[src/rtl/uart_alu_interface_if.sv]
// Bundle of the receive/transmit handshake and ALU bus signals around the
// UART-to-ALU sequencer. The sequencer uses the slave view. The environment
// uses the master view: UART receiver/transmitter strobes plus the external ALU.
interface uart_alu_interface_if #(
  parameter int NBITS    = 8,
  parameter int NBITS_OP = 6
);
  logic                rx_done_tick;
  logic [NBITS-1:0]    data_rx;
  logic                tx_done_tick;
  logic [NBITS-1:0]    alu_result;
  logic [NBITS-1:0]    operand_a;
  logic [NBITS-1:0]    operand_b;
  logic [NBITS_OP-1:0] opcode;
  logic                tx_start;
  logic [NBITS-1:0]    data_tx;
  logic                busy;
  logic                frame_timeout;
  logic                rx_overrun;

  modport slave (
    input  rx_done_tick, data_rx, tx_done_tick, alu_result,
    output operand_a, operand_b, opcode, tx_start, data_tx,
           busy, frame_timeout, rx_overrun
  );

  modport master (
    output rx_done_tick, data_rx, tx_done_tick, alu_result,
    input  operand_a, operand_b, opcode, tx_start, data_tx,
           busy, frame_timeout, rx_overrun
  );
endinterface

[src/rtl/uart_alu_interface.sv]
// Host-side sequencer for a UART-attached ALU.
// Received bytes are assembled into a frame (operand A, operand B, opcode).
// The latched frame drives an external combinational ALU. One cycle later the
// ALU result is handed to the UART transmitter with a single-cycle tx_start.
// A watchdog abandons a partial frame that stalls for TIMEOUT_CYCLES clocks.
module uart_alu_interface #(
  parameter int NBITS          = 8,
  parameter int NBITS_OP       = 6,
  parameter int TIMEOUT_CYCLES = 100000000,
  parameter int TIMEOUT_BITS   = 27
) (
  input  logic                 CLK_100MHZ,
  input  logic                 reset,
  uart_alu_interface_if.slave  bus
);

  typedef enum logic [2:0] {
    WAIT_A  = 3'd0,
    WAIT_B  = 3'd1,
    WAIT_OP = 3'd2,
    SEND    = 3'd3,
    WAIT_TX = 3'd4
  } state_t;

  localparam bit WD_EN = (TIMEOUT_CYCLES != 0);
  localparam logic [TIMEOUT_BITS-1:0] WD_LAST =
    WD_EN ? TIMEOUT_BITS'(TIMEOUT_CYCLES - 1) : '0;

  state_t                state_q;
  logic [NBITS-1:0]      operand_a_q;
  logic [NBITS-1:0]      operand_b_q;
  logic [NBITS_OP-1:0]   opcode_q;
  logic [NBITS-1:0]      data_tx_q;
  logic                  tx_start_q;
  logic                  frame_timeout_q;
  logic                  rx_overrun_q;
  logic [TIMEOUT_BITS-1:0] wd_q;

  logic in_frame;
  logic wd_expire;

  // A partial frame is in progress only while waiting for B or the opcode.
  // An arriving byte always beats the watchdog in the same cycle.
  always_comb begin
    in_frame  = (state_q == WAIT_B) || (state_q == WAIT_OP);
    wd_expire = WD_EN && in_frame && !bus.rx_done_tick && (wd_q == WD_LAST);
  end

  // Watchdog: counts idle cycles inside a partial frame and clears otherwise.
  always_ff @(posedge CLK_100MHZ or posedge reset) begin
    if (reset) begin
      wd_q <= '0;
    end else if (!WD_EN || !in_frame || bus.rx_done_tick || wd_expire) begin
      wd_q <= '0;
    end else begin
      wd_q <= wd_q + TIMEOUT_BITS'(1);
    end
  end

  // Frame sequencer with registered outputs; strobes default low every cycle.
  always_ff @(posedge CLK_100MHZ or posedge reset) begin
    if (reset) begin
      state_q         <= WAIT_A;
      operand_a_q     <= '0;
      operand_b_q     <= '0;
      opcode_q        <= '0;
      data_tx_q       <= '0;
      tx_start_q      <= 1'b0;
      frame_timeout_q <= 1'b0;
      rx_overrun_q    <= 1'b0;
    end else begin
      tx_start_q      <= 1'b0;
      frame_timeout_q <= 1'b0;
      case (state_q)
        WAIT_A: begin
          if (bus.rx_done_tick) begin
            operand_a_q <= bus.data_rx;
            state_q     <= WAIT_B;
          end
        end
        WAIT_B: begin
          if (bus.rx_done_tick) begin
            operand_b_q <= bus.data_rx;
            state_q     <= WAIT_OP;
          end else if (wd_expire) begin
            frame_timeout_q <= 1'b1;
            state_q         <= WAIT_A;
          end
        end
        WAIT_OP: begin
          if (bus.rx_done_tick) begin
            opcode_q <= bus.data_rx[NBITS_OP-1:0];
            state_q  <= SEND;
          end else if (wd_expire) begin
            frame_timeout_q <= 1'b1;
            state_q         <= WAIT_A;
          end
        end
        SEND: begin
          data_tx_q  <= bus.alu_result;
          tx_start_q <= 1'b1;
          state_q    <= WAIT_TX;
          if (bus.rx_done_tick) begin
            rx_overrun_q <= 1'b1;
          end
        end
        WAIT_TX: begin
          // A byte coinciding with the end of transmission opens the next frame.
          if (bus.tx_done_tick) begin
            if (bus.rx_done_tick) begin
              operand_a_q <= bus.data_rx;
              state_q     <= WAIT_B;
            end else begin
              state_q <= WAIT_A;
            end
          end else if (bus.rx_done_tick) begin
            rx_overrun_q <= 1'b1;
          end
        end
        default: begin
          state_q <= WAIT_A;
        end
      endcase
    end
  end

  // Output mapping; busy is decoded directly from the state register.
  always_comb begin
    bus.operand_a     = operand_a_q;
    bus.operand_b     = operand_b_q;
    bus.opcode        = opcode_q;
    bus.data_tx       = data_tx_q;
    bus.tx_start      = tx_start_q;
    bus.frame_timeout = frame_timeout_q;
    bus.rx_overrun    = rx_overrun_q;
    bus.busy          = (state_q == SEND) || (state_q == WAIT_TX);
  end

endmodule

[src/flat_wrapper.sv]
// flat-port wrapper written by rule: the top's interface ports become plain ports
module uart_alu_interface_flat 
#(
  parameter int NBITS          = 8,
  parameter int NBITS_OP       = 6,
  parameter int TIMEOUT_CYCLES = 100000000,
  parameter int TIMEOUT_BITS   = 27
)
  (CLK_100MHZ, reset, bus_rx_done_tick, bus_data_rx, bus_tx_done_tick, bus_alu_result, bus_operand_a, bus_operand_b, bus_opcode, bus_tx_start, bus_data_tx, bus_busy, bus_frame_timeout, bus_rx_overrun);
  uart_alu_interface_if #(.NBITS(NBITS), .NBITS_OP(NBITS_OP)) bus_i ();
  input  logic CLK_100MHZ;
  input  logic reset;
  input wire logic [$bits(bus_i.rx_done_tick)-1:0] bus_rx_done_tick;
  input wire logic [$bits(bus_i.data_rx)-1:0] bus_data_rx;
  input wire logic [$bits(bus_i.tx_done_tick)-1:0] bus_tx_done_tick;
  input wire logic [$bits(bus_i.alu_result)-1:0] bus_alu_result;
  output wire logic [$bits(bus_i.operand_a)-1:0] bus_operand_a;
  output wire logic [$bits(bus_i.operand_b)-1:0] bus_operand_b;
  output wire logic [$bits(bus_i.opcode)-1:0] bus_opcode;
  output wire logic [$bits(bus_i.tx_start)-1:0] bus_tx_start;
  output wire logic [$bits(bus_i.data_tx)-1:0] bus_data_tx;
  output wire logic [$bits(bus_i.busy)-1:0] bus_busy;
  output wire logic [$bits(bus_i.frame_timeout)-1:0] bus_frame_timeout;
  output wire logic [$bits(bus_i.rx_overrun)-1:0] bus_rx_overrun;
  assign bus_i.rx_done_tick = bus_rx_done_tick;
  assign bus_i.data_rx = bus_data_rx;
  assign bus_i.tx_done_tick = bus_tx_done_tick;
  assign bus_i.alu_result = bus_alu_result;
  assign bus_operand_a = bus_i.operand_a;
  assign bus_operand_b = bus_i.operand_b;
  assign bus_opcode = bus_i.opcode;
  assign bus_tx_start = bus_i.tx_start;
  assign bus_data_tx = bus_i.data_tx;
  assign bus_busy = bus_i.busy;
  assign bus_frame_timeout = bus_i.frame_timeout;
  assign bus_rx_overrun = bus_i.rx_overrun;
  uart_alu_interface #(.NBITS(NBITS), .NBITS_OP(NBITS_OP), .TIMEOUT_CYCLES(TIMEOUT_CYCLES), .TIMEOUT_BITS(TIMEOUT_BITS)) u_core (.CLK_100MHZ(CLK_100MHZ), .reset(reset), .bus(bus_i));
endmodule
[config.mk]
export PLATFORM = sky130hd
export DESIGN_NAME = uart_alu_interface_flat
export DESIGN_NICKNAME = d
export VERILOG_FILES = /design/src/rtl/uart_alu_interface_if.sv /design/src/rtl/uart_alu_interface.sv /design/src/flat_wrapper.sv
export SDC_FILE = /design/constraint.sdc
export NUM_CORES = 1
export LEC_CHECK = 0
export CELL_PAD_IN_SITES_DETAIL_PLACEMENT = 0
export CELL_PAD_IN_SITES_GLOBAL_PLACEMENT = 1
export CORE_MARGIN = 1
export CORE_UTILIZATION = 30
export CTS_CLUSTER_DIAMETER = 50
export CTS_CLUSTER_SIZE = 14
export DETAILED_ROUTE_END_ITERATION = 8
export PLACE_DENSITY = 0.58
export SLEW_MARGIN = 20
export SYNTH_ARGS = -nofsm -noshare
export SYNTH_HDL_FRONTEND = slang
export SYNTH_SLANG_ARGS = --single-unit
[constraint.sdc]
create_clock -name CLK_100MHZ -period 3.7 [get_ports CLK_100MHZ]
set_clock_uncertainty 0.15 [all_clocks]
set_input_delay 0.74 -clock CLK_100MHZ [delete_from_list [all_inputs] [get_ports CLK_100MHZ]]
set_output_delay 0.74 -clock CLK_100MHZ [all_outputs]
set_load 0.01 [all_outputs]
==> results.toml, run 1 <==
[synthesis]
async_reset_ff_frac = 1.00
synth_cell_types = 44
yosys_most_used_dff = "dfrtp_1"
synth-seq-cells = 63
synth_area_per_cell_sq_um = 11.0
synth-edff-count = 0
syn_area_sq_mm = 0.00288
ys_warn_count = 0
synth_nets = 283
yosysSeqAreaShare = 0.547
synth_cells = 262

[clocking]
cts_resized = 0
numCtsBuffers = 9
hold_buffers = 0
worstSkewPairLatency_ns = 0.34
cts_setup_buffers = 0
clk_pin_slew_ns = 0.08
clock_path_buffers = 2
clock_sinks = 63
htreeDepth = 3
cts-root-buf = "clkbuf_8"
tritoncts = "built"

[global_route]
grt_pass1_vias = 2174
use_met2 = 0.228
grt_max_degree = 39
grt_overflow = 0
grt_pass1_wl_mm = 11.0
grt-busiest-layer = "met2"
met3_usage = 0.0376
met1_usage = 0.184
grt_use_total = 0.143
antenna_found_initial = 0

[sta]
worst_slack_ns = 0.893
worst_pin_slew_ns = 0.799
rsz0062_at_grt = "no"
slew_headroom = 0.466
hold_viol_final = 0
timing.hold.ws_ns = 0.313
setup_viol = 0
drv_slew = 0
finalSetupTns_ns = 0
fin_crit_sh = 0.759
fmax_mhz = 356
period_needed_ns = 2.81

[cells_and_area]
area_growth_pct = 31.3
layout-drive-gt1-share = 0.160
fillCellCount = 954
final_cell_mix = "dfrtp_1 (63), clkdlybuf4s50_1 (53), nand2_1 (33)"
diodes = 0
final_common_cell = "dfrtp_1"
seq_area_sq_mm = 0.00158
multiInputGateArea_sq_mm = 0.00121
finalNetCount = 342

[die]
num_rows = 35
start_util = 0.310
die_h_microns = 100
io_pins = 54
dieWidth_microns = 100
coreArea_sq_mm = 0.00928
dieArea_sq_mm = 0.0100

[placement]
place_hpwl_mm = 4.59
place.gp.congestion = 0.728
port-buffer-count = 53
pre_cts_ws_ns = 1.11

[power]
pwr_density_cell_mw_per_mm2 = 699
p_leak_nw = 1.54
power_mw = 2.65
ir_drop_mv = 0.305

[routing]
viasPerCell = 4.67
drt-initial-drc-count = 52
antenna_left = 0
vias = 2125
wl_per_cell_microns = 14.7
wl_mm = 6.70
drc = 0
dr.pass1.iters = 4

[setup_path]
crit_path_start_kind = "flop"
r2r_slack_ns = 1.49
worst-setup-path-type = "reg -> out"
end_kind = "primary output"
crit_fanout = 11
worstPathArrival_ns = 1.92
critical_path_required_ns = 2.81

[min_path]
hold_path.class = "reg -> reg"

[run]
cap_violations = 0

[outcome]
outcome = "finished clean"
[final cells by class]
type                            count  share of cell area
Clock inverter                      7              0.0331
Multi-Input combinational cell    183               0.321
Timing Repair Buffer               56               0.146
Tap cell                          129              0.0427
Inverter                            8             0.00794
Clock buffer                        9              0.0327
Sequential cell                    63               0.417
[power by group]
group          switching, mW  internal [mW]
Sequential             0.124          0.886
Clock                  0.303          0.456
Combinational          0.370          0.508
Total                  0.797           1.85
[metal layers]
metal / vias up / share of wire
li1: 1061 / -
met3: 8 / 0.026
met5: - / 0
met2: 26 / 0.48
met1: 1030 / 0.48
met4: 0 / 0.015
[worst max-delay path, cell delays in order (launching register included)]
cell and delay [ns]:
dfrtp_1 0.46, nand3b_1 0.42, nand2_1 0.15, clkdlybuf4s50_1 0.54
[synth_stat cells (all sizes together), types with 3 or more instances]
cell type   n  area [sq um]
inv         7          26.3
buf         5          40.0
nand2      34           135
xor2        7          61.3
nand2b      3          18.8
clkbuf      3          21.3
a21oi      15          78.8
and4        5          45.0
nor2       18          70.1
or4         6          48.8
xnor2       5          43.8
nor4        4          25.0
and3        4          26.3
nand4      11          81.3
mux2       22           248
nor3        3          15.0
dfrtp      63          1580
nand3      12          72.6
o21ai      10          50.1
o31ai       6          50.1
or3         4          25.0
[path summary, 6_finish.rpt]
kind,start,end,cells past startpoint
max in group asynchronous,reset,u_core.wd_q[26],3
setup reg to reg,u_core.wd_q[0],u_core.wd_q[20],5
hold reg to reg,u_core.bus.rx_overrun,u_core.bus.rx_overrun,1
setup / recovery,u_core.state_q[2],bus_busy,3
hold / removal,u_core.bus.rx_overrun,u_core.bus.rx_overrun,1
min in group asynchronous,reset,u_core.state_q[1],2
[state kept, by name, indices dropped and copies added (netlist names)]
register	count
u_core.bus.frame_timeout	1
u_core.bus.data_tx	8
u_core.bus.operand_b	8
u_core.wd_q	27
u_core.bus.opcode	6
u_core.bus.tx_start	1
u_core.bus.operand_a	8
u_core.bus.rx_overrun	1
u_core.state_q	3
[through the flow]
stage,utilization,instance area (sq um),cells
2_1_floorplan,-,2880,262
3_3_place_gp,0.381,3530,439
3_5_place_dp,0.381,3530,439
4_1_cts,0.408,3780,455
5_1_grt,0.408,3780,455
6_report,0.408,3780,455
[kinds of logic after synthesis]
| logic type | share of synthesized area |
|---|---|
| AO/OA/AOI/OAI | 0.0829 |
| XOR/XNOR | 0.0365 |
| adder cells (fa/ha/maj) | 0.00434 |
| buffers and inverters | 0.0317 |
| flip-flops | 0.547 |
| multiplexers | 0.0860 |
| AND/OR/NAND/NOR | 0.211 |
Note: power is estimated with default switching activity, not from simulation.
==> run 2, diff against run 1 <==
--- a/config.mk
+++ b/config.mk
@@ -12,7 +12,7 @@
 export CTS_CLUSTER_DIAMETER = 50
 export CTS_CLUSTER_SIZE = 14
 export DETAILED_ROUTE_END_ITERATION = 8
-export PLACE_DENSITY = 0.58
+export PLACE_DENSITY = 0.6
 export SLEW_MARGIN = 20
 export SYNTH_ARGS = -nofsm -noshare
 export SYNTH_HDL_FRONTEND = slang
==> constraint.sdc (replaced) <==
create_clock -name CLK_100MHZ -period 2.3 [get_ports CLK_100MHZ]
set_clock_uncertainty 0.15 [all_clocks]
set_input_delay 0.46 -clock CLK_100MHZ [delete_from_list [all_inputs] [get_ports CLK_100MHZ]]
set_output_delay 0.46 -clock CLK_100MHZ [all_outputs]
set_load 0.01 [all_outputs]
==> results.toml, run 2 (synthesis gave the netlist of run 1 again) <==
[setup_path]
crit_path_start_kind = "flop"
end_kind = "primary output"
critical_path_required_ns = 1.69
crit_fanout = 8
r2r_cells = 5
cp-endpoint = "bus_busy"
setup.worst_path.start = "u_core.state_q[1]"
worstPathArrival_ns = 1.57
regToRegStartpoint = "u_core.wd_q[0]"
r2r-end = "u_core.wd_q[24]"
r2r_slack_ns = 0.21
worst-setup-path-type = "reg -> out"

[sta]
finalSetupTns_ns = 0
fmax_mhz = 460
worst_pin_slew_ns = 0.407
fin_crit_sh = 0.946
setup_viol = 0
period_needed_ns = 2.18
rsz0062_at_grt = "no"
drv_slew = 0
hold_viol_final = 0
worst_slack_ns = 0.125
slew_headroom = 0.728

[min_path]
hold_path.class = "reg -> reg"

[cells_and_area]
stdcell_count = 467
largest_reg_flops = 27
final_common_cell = "dfrtp_1"
final_area_sq_mm = 0.00387
final_cell_mix = "dfrtp_1 (60), clkdlybuf4s50_1 (53), nand2_1 (33)"
diodes = 0
finalNetCount = 354
layout-drive-gt1-share = 0.198
regMostFlops = "u_core.wd_q"
area_growth_pct = 34.3

[global_route]
grt_overflow = 0
grt_use_total = 0.146
grt_max_degree = 64
grt_pass1_wl_mm = 11.3
grt_pass1_vias = 2238
antenna_found_initial = 0

[routing]
wl_per_cell_microns = 13.8
wl_mm = 6.46
antenna_left = 0
drt-initial-drc-count = 44
vias = 2209
dr.pass1.iters = 4
drc = 0
viasPerCell = 4.73

[power]
p_int_mw = 2.94
p_sw_mw = 1.26
seqPwrFrac = 0.383
pwr_density_cell_mw_per_mm2 = 1090
power_mw = 4.21
ir_drop_mv = 0.551
p_clk_frac = 0.263
switching_share = 0.301
p_leak_nw = 1.59
combPwrFrac = 0.354

[clocking]
worstSkewPairLatency_ns = 0.35
numCtsBuffers = 9
cts-root-buf = "clkbuf_8"
clock_sinks = 63
clock_path_buffers = 2
hold_buffers = 0
clk_pin_slew_ns = 0.08
tritoncts = "built"
htreeDepth = 3

[placement]
place_hpwl_mm = 4.41
dp.cells = 450
port-buffer-count = 53
place.gp.congestion = 0.727
placed_cell_area_sq_mm = 0.00363
pre_cts_ws_ns = 0.139

[die]
io_pins = 54
start_util = 0.310
die_h_microns = 100
coreArea_sq_mm = 0.00928
num_rows = 35
dieArea_sq_mm = 0.0100
dieWidth_microns = 100

[outcome]
outcome = "finished clean"

[run]
cap_violations = 0
run 2: power by group through the flow:
| stage | sequential (mW) | combinational, mW | clock, mW |
|---|---|---|---|
| finish | 1.61 | 1.49 | 1.11 |
| global route | 1.67 | 1.62 | 1.19 |
| CTS | 1.62 | 1.50 | 1.14 |
| detailed placement | 1.64 | 1.50 | 0 |
| global placement | 1.63 | 1.49 | 0 |
| floorplan | 1.74 | 0.574 | 0 |
run 2: stage by stage:
stage | util | hold slack, ns
CTS | 0.416 | 0.326
detailed placement | 0.391 | 0.306
global route | 0.417 | 0.352
global placement | 0.391 | 0.294
finish | 0.417 | 0.320
floorplan | - | 0.318
run 2: repair_timing:
item                       CTS  global route
resized for setup            0             3
setup buffers                0             1
setup endpoints to repair    0             1
run 2: worst min-delay path by stage:
stage	slack, ns	cells after the start	endpoint	start
2_1_floorplan	0.32	1	u_core.wd_q[0]	u_core.wd_q[0]
3_3_place_gp	0.29	1	u_core.bus.rx_overrun	u_core.bus.rx_overrun
3_5_place_dp	0.31	1	u_core.bus.rx_overrun	u_core.bus.rx_overrun
4_1_cts	0.33	1	u_core.bus.rx_overrun	u_core.bus.rx_overrun
5_1_grt	0.35	2	u_core.bus.data_tx[2]	u_core.bus.data_tx[2]
6_report	0.32	1	u_core.bus.rx_overrun	u_core.bus.rx_overrun
run 2: routing by layer:
layer / vias to the layer above / share of wire / wire length [microns] / GRT usage
li1: 1084 / - / - / -
met5: - / 0 / 0 / 0
met3: 8 / 0.027 / 175 / 0.0292
met4: 0 / 0.019 / 123 / 0.0702
met1: 1085 / 0.48 / 3080 / 0.197
met2: 32 / 0.48 / 3080 / 0.224
run 2: final cells by class:
cell class | instances | area, sq um
fillers | 934 | 5410
flip-flops and latches | 63 | 1580
multi-input cells | 183 | 1210
repair buffers | 68 | 656
well taps | 129 | 161
clock buffers | 10 | 138
clock inverters | 6 | 92.6
inverters | 8 | 30.0
run 2: critical path, cell delays in order, from the launching register on:
cell and delay (ns):
dfrtp_2 0.45, nor2_1 0.10, nand2_1 0.07, nand2_1 0.06, clkdlybuf4s50_1 0.55
